[src/rtl/servo_ramp_ctrl_if.sv]
// servo_ramp_ctrl_if: command handshake plus the PWM-facing outputs of servo_ramp_ctrl.
// master drives commands; slave is the ramp controller.
interface servo_ramp_ctrl_if #(
  parameter int W = 32
);
  logic         cmd_valid;
  logic         cmd_ready;
  logic [W-1:0] cmd_width;
  logic [W-1:0] width_out;
  logic         period_start;
  logic         at_target;
  logic         cmd_clamped;

  modport master (
    output cmd_valid,
    output cmd_width,
    input  cmd_ready,
    input  width_out,
    input  period_start,
    input  at_target,
    input  cmd_clamped
  );

  modport slave (
    input  cmd_valid,
    input  cmd_width,
    output cmd_ready,
    output width_out,
    output period_start,
    output at_target,
    output cmd_clamped
  );
endinterface

[src/rtl/servo_ramp_ctrl.sv]
// servo_ramp_ctrl: clamps commanded servo pulse widths and moves width_out toward them only on
// PWM period boundaries. Define SERVO_RAMP_SLEW_EN to limit each update to STEP clocks.
module servo_ramp_ctrl #(
  parameter int W             = 32,
  parameter int PERIOD_CYCLES = 1000000,
  parameter int MIN_WIDTH     = 50000,
  parameter int MAX_WIDTH     = 100000,
  parameter int STEP          = 500
) (
  input  logic              clock_clk,
  input  logic              reset_low,
  servo_ramp_ctrl_if.slave  bus
);

  // state | meaning
  // HOLD  | width_out equals target
  // RAMP  | width_out differs from target; moves on each period tick

  typedef enum logic [0:0] {
    HOLD = 1'b0,
    RAMP = 1'b1
  } state_t;

`ifdef SERVO_RAMP_SLEW_EN
  localparam bit SLEW_EN = 1'b1;
`else
  localparam bit SLEW_EN = 1'b0;
`endif

  localparam int               CNT_W    = (PERIOD_CYCLES > 1) ? $clog2(PERIOD_CYCLES) : 1;
  localparam logic [CNT_W-1:0] CNT_LAST = CNT_W'(PERIOD_CYCLES - 1);
  localparam logic [W-1:0]     MIN_W    = W'(MIN_WIDTH);
  localparam logic [W-1:0]     MAX_W    = W'(MAX_WIDTH);
  localparam logic [W-1:0]     NEUTRAL  = W'((MIN_WIDTH + MAX_WIDTH) / 2);
  localparam logic [W-1:0]     STEP_W   = W'(STEP);
  // With slew limiting off, every difference is treated as reachable in one update.
  localparam logic [W:0]       STEP_LIM = SLEW_EN ? (W+1)'(STEP) : '1;

  state_t           state_q;
  state_t           state_nxt;
  logic [CNT_W-1:0] period_cnt;
  logic             tick;
  logic [W-1:0]     width_q;
  logic [W-1:0]     width_nxt;
  logic [W-1:0]     target_q;
  logic [W-1:0]     target_nxt;
  logic [W-1:0]     cmd_target;
  logic [W-1:0]     ramp_width;
  logic             accept;
  logic             cmd_low;
  logic             cmd_high;
  logic             tgt_above;
  logic [W:0]       diff_mag;
  logic             within_step;
  logic             cmd_ready_q;
  logic             period_start_q;
  logic             at_target_q;
  logic             cmd_clamped_q;

  assign tick       = (period_cnt == '0);
  assign accept     = bus.cmd_valid && cmd_ready_q;
  assign cmd_low    = (bus.cmd_width < MIN_W);
  assign cmd_high   = (bus.cmd_width > MAX_W);
  assign cmd_target = cmd_low ? MIN_W : (cmd_high ? MAX_W : bus.cmd_width);

  // Magnitude taken one bit wider so neither direction can wrap.
  assign tgt_above   = (target_q > width_q);
  assign diff_mag    = tgt_above ? ({1'b0, target_q} - {1'b0, width_q})
                                 : ({1'b0, width_q} - {1'b0, target_q});
  assign within_step = (diff_mag <= STEP_LIM);
  assign ramp_width  = within_step ? target_q
                                   : (tgt_above ? (width_q + STEP_W) : (width_q - STEP_W));

  // Down-counter: terminal count zero is the last cycle of the period.
  always_ff @(posedge clock_clk or negedge reset_low) begin
    if (!reset_low) begin
      period_cnt <= CNT_LAST;
    end else if (tick) begin
      period_cnt <= CNT_LAST;
    end else begin
      period_cnt <= period_cnt - CNT_W'(1);
    end
  end

  always_ff @(posedge clock_clk or negedge reset_low) begin
    if (!reset_low) begin
      state_q  <= HOLD;
      width_q  <= NEUTRAL;
      target_q <= NEUTRAL;
    end else begin
      state_q  <= state_nxt;
      width_q  <= width_nxt;
      target_q <= target_nxt;
    end
  end

  // The tick works from the pre-edge target; a command on the same edge applies next period.
  always_comb begin
    state_nxt  = state_q;
    width_nxt  = width_q;
    target_nxt = target_q;
    if (tick && (state_q == RAMP)) begin
      width_nxt = ramp_width;
    end
    if (accept) begin
      target_nxt = cmd_target;
    end
    case (state_q)
      HOLD: if (target_nxt != width_nxt) state_nxt = RAMP;
      RAMP: if (target_nxt == width_nxt) state_nxt = HOLD;
      default: state_nxt = HOLD;
    endcase
  end

  always_ff @(posedge clock_clk or negedge reset_low) begin
    if (!reset_low) begin
      cmd_ready_q    <= 1'b0;
      period_start_q <= 1'b0;
      at_target_q    <= 1'b1;
      cmd_clamped_q  <= 1'b0;
    end else begin
      cmd_ready_q    <= 1'b1;
      period_start_q <= tick;
      at_target_q    <= (state_nxt == HOLD);
      cmd_clamped_q  <= accept && (cmd_low || cmd_high);
    end
  end

  assign bus.cmd_ready    = cmd_ready_q;
  assign bus.width_out    = width_q;
  assign bus.period_start = period_start_q;
  assign bus.at_target    = at_target_q;
  assign bus.cmd_clamped  = cmd_clamped_q;

endmodule
[src/flat_wrapper.sv]
// flat-port wrapper written by rule: the top's interface ports become plain ports
module servo_ramp_ctrl_flat 
#(
  parameter int W             = 32,
  parameter int PERIOD_CYCLES = 1000000,
  parameter int MIN_WIDTH     = 50000,
  parameter int MAX_WIDTH     = 100000,
  parameter int STEP          = 500
)
  (clock_clk, reset_low, bus_cmd_valid, bus_cmd_width, bus_cmd_ready, bus_width_out, bus_period_start, bus_at_target, bus_cmd_clamped);
  servo_ramp_ctrl_if #(.W(W)) bus_i ();
  input  logic clock_clk;
  input  logic reset_low;
  input wire logic [$bits(bus_i.cmd_valid)-1:0] bus_cmd_valid;
  input wire logic [$bits(bus_i.cmd_width)-1:0] bus_cmd_width;
  output wire logic [$bits(bus_i.cmd_ready)-1:0] bus_cmd_ready;
  output wire logic [$bits(bus_i.width_out)-1:0] bus_width_out;
  output wire logic [$bits(bus_i.period_start)-1:0] bus_period_start;
  output wire logic [$bits(bus_i.at_target)-1:0] bus_at_target;
  output wire logic [$bits(bus_i.cmd_clamped)-1:0] bus_cmd_clamped;
  assign bus_i.cmd_valid = bus_cmd_valid;
  assign bus_i.cmd_width = bus_cmd_width;
  assign bus_cmd_ready = bus_i.cmd_ready;
  assign bus_width_out = bus_i.width_out;
  assign bus_period_start = bus_i.period_start;
  assign bus_at_target = bus_i.at_target;
  assign bus_cmd_clamped = bus_i.cmd_clamped;
  servo_ramp_ctrl #(.W(W), .PERIOD_CYCLES(PERIOD_CYCLES), .MIN_WIDTH(MIN_WIDTH), .MAX_WIDTH(MAX_WIDTH), .STEP(STEP)) u_core (.clock_clk(clock_clk), .reset_low(reset_low), .bus(bus_i));
endmodule
[config.mk]
export PLATFORM = sky130hd
export DESIGN_NAME = servo_ramp_ctrl_flat
export DESIGN_NICKNAME = d
export VERILOG_FILES = /design/src/rtl/servo_ramp_ctrl_if.sv /design/src/rtl/servo_ramp_ctrl.sv /design/src/flat_wrapper.sv
export SDC_FILE = /design/constraint.sdc
export NUM_CORES = 1
export LEC_CHECK = 0
export CORE_ASPECT_RATIO = 1.1
export CORE_MARGIN = 2
export CORE_UTILIZATION = 50
export DETAILED_ROUTE_END_ITERATION = 10
export DONT_BUFFER_PORTS = 1
export HOLD_SLACK_MARGIN = 0.15
export MAX_ROUTING_LAYER = met4
export PLACE_DENSITY = 0.68
export SLEW_MARGIN = 10
export SYNTH_ARGS = -nofsm -noshare
export SYNTH_HDL_FRONTEND = slang
export SYNTH_SLANG_ARGS = --single-unit
[constraint.sdc]
create_clock -name clock_clk -period 8.2 [get_ports clock_clk]
set_clock_uncertainty 0.05 [all_clocks]
set_input_delay 0 -clock clock_clk [delete_from_list [all_inputs] [get_ports clock_clk]]
set_output_delay 0 -clock clock_clk [all_outputs]
set_load 0.05 [all_outputs]
==> impl_metrics.py <==
metrics = {
    "sta": {
        "worst_slew_pin_slew_ps": 924,
        "drv_slew": 0,
        "max_freq_mhz": 284,
        "finalSetupTns_ps": 0,
        "period_needed_ps": 3530,
        "setup_viol": 0,
        "finalHoldViolCount": 0,
        "min_period_over_period_pct": 43.0,
        "slew_headroom_pct": 38.1,
        "grt_setup_unrepaired": "false",
        "whs_ps": 150,
    },
    "logic_synthesis": {
        "synth_nets": 519,
        "ys_ff_latch": 89,
        "synth_top_area_share_pct": 33.2,
        "yosys-top-cells-area": "dfrtp_1, dfstp_2, o21ai_0",
        "synth_ff_type": "dfrtp_1",
        "synth.distinct_cells": 62,
        "netlist_area_sq_mm": 0.00452,
        "synth-edff-count": 0,
        "synthArstFlopShare_pct": 100,
        "syn_inst": 482,
        "synth_area_leader_cell": "dfrtp_1",
        "seq_area_frac_synth_pct": 50.1,
        "yosysWarnings": 0,
        "synth.avg_cell_area_sq_um": 9.38,
    },
    "die": {
        "core-area_sq_mm": 0.00883,
        "io_pins": 71,
        "dieArea_sq_mm": 0.00982,
        "start_util_pct": 51.2,
        "dieHeight_um": 104,
        "row_count": 36,
        "die_x_um": 94.6,
    },
    "worst_setup_path": {
        "startpoint": "u_core.period_cnt[13]",
        "r2r-end": "u_core.bus.at_target",
        "worst_ep_required_time_ps": 8460,
        "cp_slowest_cell": "nand3_4",
        "r2r_cells": 8,
        "crit_path_end_kind": "register",
        "rrSetupSlack_ps": 4670,
        "path_cells": "or4_4 -> nor4_4 -> nand3_4 -> mux2i_1 -> xnor2_1 -> nand3_1 -> nor4b_1 -> and4_1",
        "cp_max_fo": 62,
        "start_kind": "register",
        "crit_type": "register to register",
        "r2r_start": "u_core.period_cnt[13]",
        "crit_arrival_ps": 3790,
        "max_stage_delay_ps": 620,
    },
    "power_and_ir_drop": {
        "power_mw": 0.748,
        "power.density_mw_per_mm2": 148,
        "p_leak_nw": 2.29,
        "max-vdd-ir-drop_mv": 0.0990,
    },
    "place": {
        "hpwl_um": 6880,
        "dp.cells": 583,
        "post_dp_cell_area_sq_mm": 0.00460,
        "gp_congestion": 0.875,
        "io_buffers": 0,
    },
    "route": {
        "antenna_left": 0,
        "vias": 3630,
        "first_pass_iters": 5,
        "via_per_inst": 5.80,
        "drt_iter0_drc": 250,
        "avgRoutedWirePerCell_um": 16.9,
        "drt-total-wl_um": 10600,
        "drc": 0,
    },
    "grt": {
        "grt_pass1_vias": 3666,
        "grt_start_max_net_pins": 90,
        "grt-ovfl-total": 0,
        "grt_util_all_layers_pct": 23.8,
        "antenna_found_initial": 0,
        "grt_pass1_wl_um": 18100,
    },
    "clock_tree": {
        "cts_tree": "yes",
        "htree_levels": 3,
        "clock_path_buffers": 2,
        "cts.sinks": 89,
        "cts_setup_buffers": 0,
        "root_buffer": "clkbuf_8",
        "insertion_delay_ps": 370,
        "cts.clk_slew.worst_paths_ps": 90,
        "numCtsBuffers": 9,
    },
    "cells_and_area": {
        "areaGrowthSynthToFinish_pct": 11.8,
        "fillCellCount": 808,
        "drive_gt1_share_pct": 10.7,
        "diodes": 0,
        "fin_cells": 626,
        "area.sequential_sq_mm": 0.00226,
        "nets": 544,
        "fin_area_sq_mm": 0.00505,
        "multiInputGateArea_sq_mm": 0.00194,
    },
    "flow_run": {
        "cap_violations": 0,
    },
    "outcome": {
        "outcome": "complete, no violations",
    },
    "worst_hold_path": {
        "hold_path.class": "primary input to asynchronous set/reset pin",
    },
}
[metal layers]
| metal | vias to the layer above | global-route usage [%] | routed length (um) |
|---|---|---|---|
| met3 | 24 | 7.20 | 743 |
| li1 | 1727 | - | - |
| met5 | - | - | 0 |
| met2 | 125 | 33.5 | 4980 |
| met1 | 1754 | 32.7 | 4660 |
| met4 | 0 | 7.97 | 218 |
[cell families after synthesis]
group / Yosys count / synth area share (%)
fa+ha+maj: 2 / 0.554
flops: 89 / 50.1
buf+inv: 78 / 7.03
other cells: 1 / 0.0830
xor+xnor: 24 / 4.65
simple gates: 162 / 18.3
mux: 15 / 3.63
compound gates: 111 / 15.7
[timing repair]
action / CTS / global route
hold endpoints to repair: 120 / 0
gates resized for setup: 0 / 0
hold buffers: 27 / 0
[sequential cells by signal, indices dropped and copies added, names as in the netlist]
name,flops
u_core.period_cnt,20
u_core.bus.period_start,1
u_core.target_q,32
u_core.bus.cmd_ready,1
u_core.state_q,1
u_core.bus.cmd_clamped,1
u_core.bus.at_target,1
u_core.bus.width_out,32
[worst max-delay path, delay by kind of cell, from the launching register on]
family / cells / cell delay, ps
multiplexers: 1 / 470
XOR/XNOR: 1 / 150
AND/OR/NAND/NOR: 6 / 2370
flip-flops: 1 / 410
[cells in the final DEF (no fill, tap or decap), types with 3 or more instances in the layout]
cell | synthesis | layout
inv_1 | 61 | 61
dfrtp_1 | 60 | 60
nor2_1 | 49 | 49
o21ai_0 | 46 | 46
nand2_1 | 43 | 43
dfstp_2 | 29 | 29
dlygate4sd3_1 | 0 | 26
nor3_1 | 17 | 17
xnor2_1 | 15 | 15
nor4_1 | 14 | 14
a21oi_1 | 14 | 14
mux2i_1 | 13 | 13
clkbuf_8 | 0 | 10
nand3_1 | 9 | 9
xor2_1 | 9 | 9
a31oi_1 | 7 | 7
a32oi_1 | 6 | 6
or3_1 | 5 | 5
a22oi_1 | 5 | 5
and3_1 | 4 | 4
o22ai_1 | 4 | 4
clkbuf_1 | 9 | 4
o21a_1 | 3 | 3
nand4b_1 | 3 | 3
a211oi_1 | 3 | 3
nand4_1 | 3 | 3
buf_4 | 2 | 3
[layout make-up]
type                       count  share of cell area (%)
inverter                      62                    4.60
sequential                    89                    44.8
timing repair buffer          30                    6.14
clock inverter                 2                   0.297
multi-input combinational    315                    38.3
clock buffer                  14                    3.02
tap                          114                    2.82
[where the power goes]
group / total, mW / internal [mW] / switching (mW)
Sequential: 0.442 / 0.440 / 0.00226
Combinational: 0.0330 / 0.0118 / 0.0212
Clock: 0.273 / 0.119 / 0.154
Total: 0.748 / 0.571 / 0.178
[worst max-delay path by stage]
stage                                      end  cells after the start  slack, ps
final                     u_core.bus.at_target                      8       4670
after global routing      u_core.bus.at_target                     10       4370
after CTS                 u_core.bus.at_target                      8       4610
after detailed placement  u_core.bus.at_target                      8       4670
after global placement    u_core.bus.at_target                      8       4760
after floorplan           u_core.bus.at_target                      9       5480
[synth_stat cells (4+ instances only)]
cell and count:
a32oi_1 6, mux2i_1 13, xor2_1 9, o22ai_1 4
o21ai_0 46, a31oi_1 7, nor3_1 17, nand2_1 43
clkbuf_1 9, and3_1 4, nor4_1 14, nand3_1 9
dfrtp_1 60, inv_1 61, dfstp_2 29, or3_1 5
a22oi_1 5, xnor2_1 15, nor2_1 49, a21oi_1 14
[metrics by stage]
| step | setup WS (ps) | utilization [%] |
|---|---|---|
| finish | 4670 | 57.3 |
| global route | 4370 | 57.3 |
| CTS | 4610 | 57.3 |
| detailed placement | 4670 | 52.1 |
| global placement | 4760 | 52.1 |
| floorplan | 5480 | - |
No activity file was read; power rests on OpenSTA's default activity.
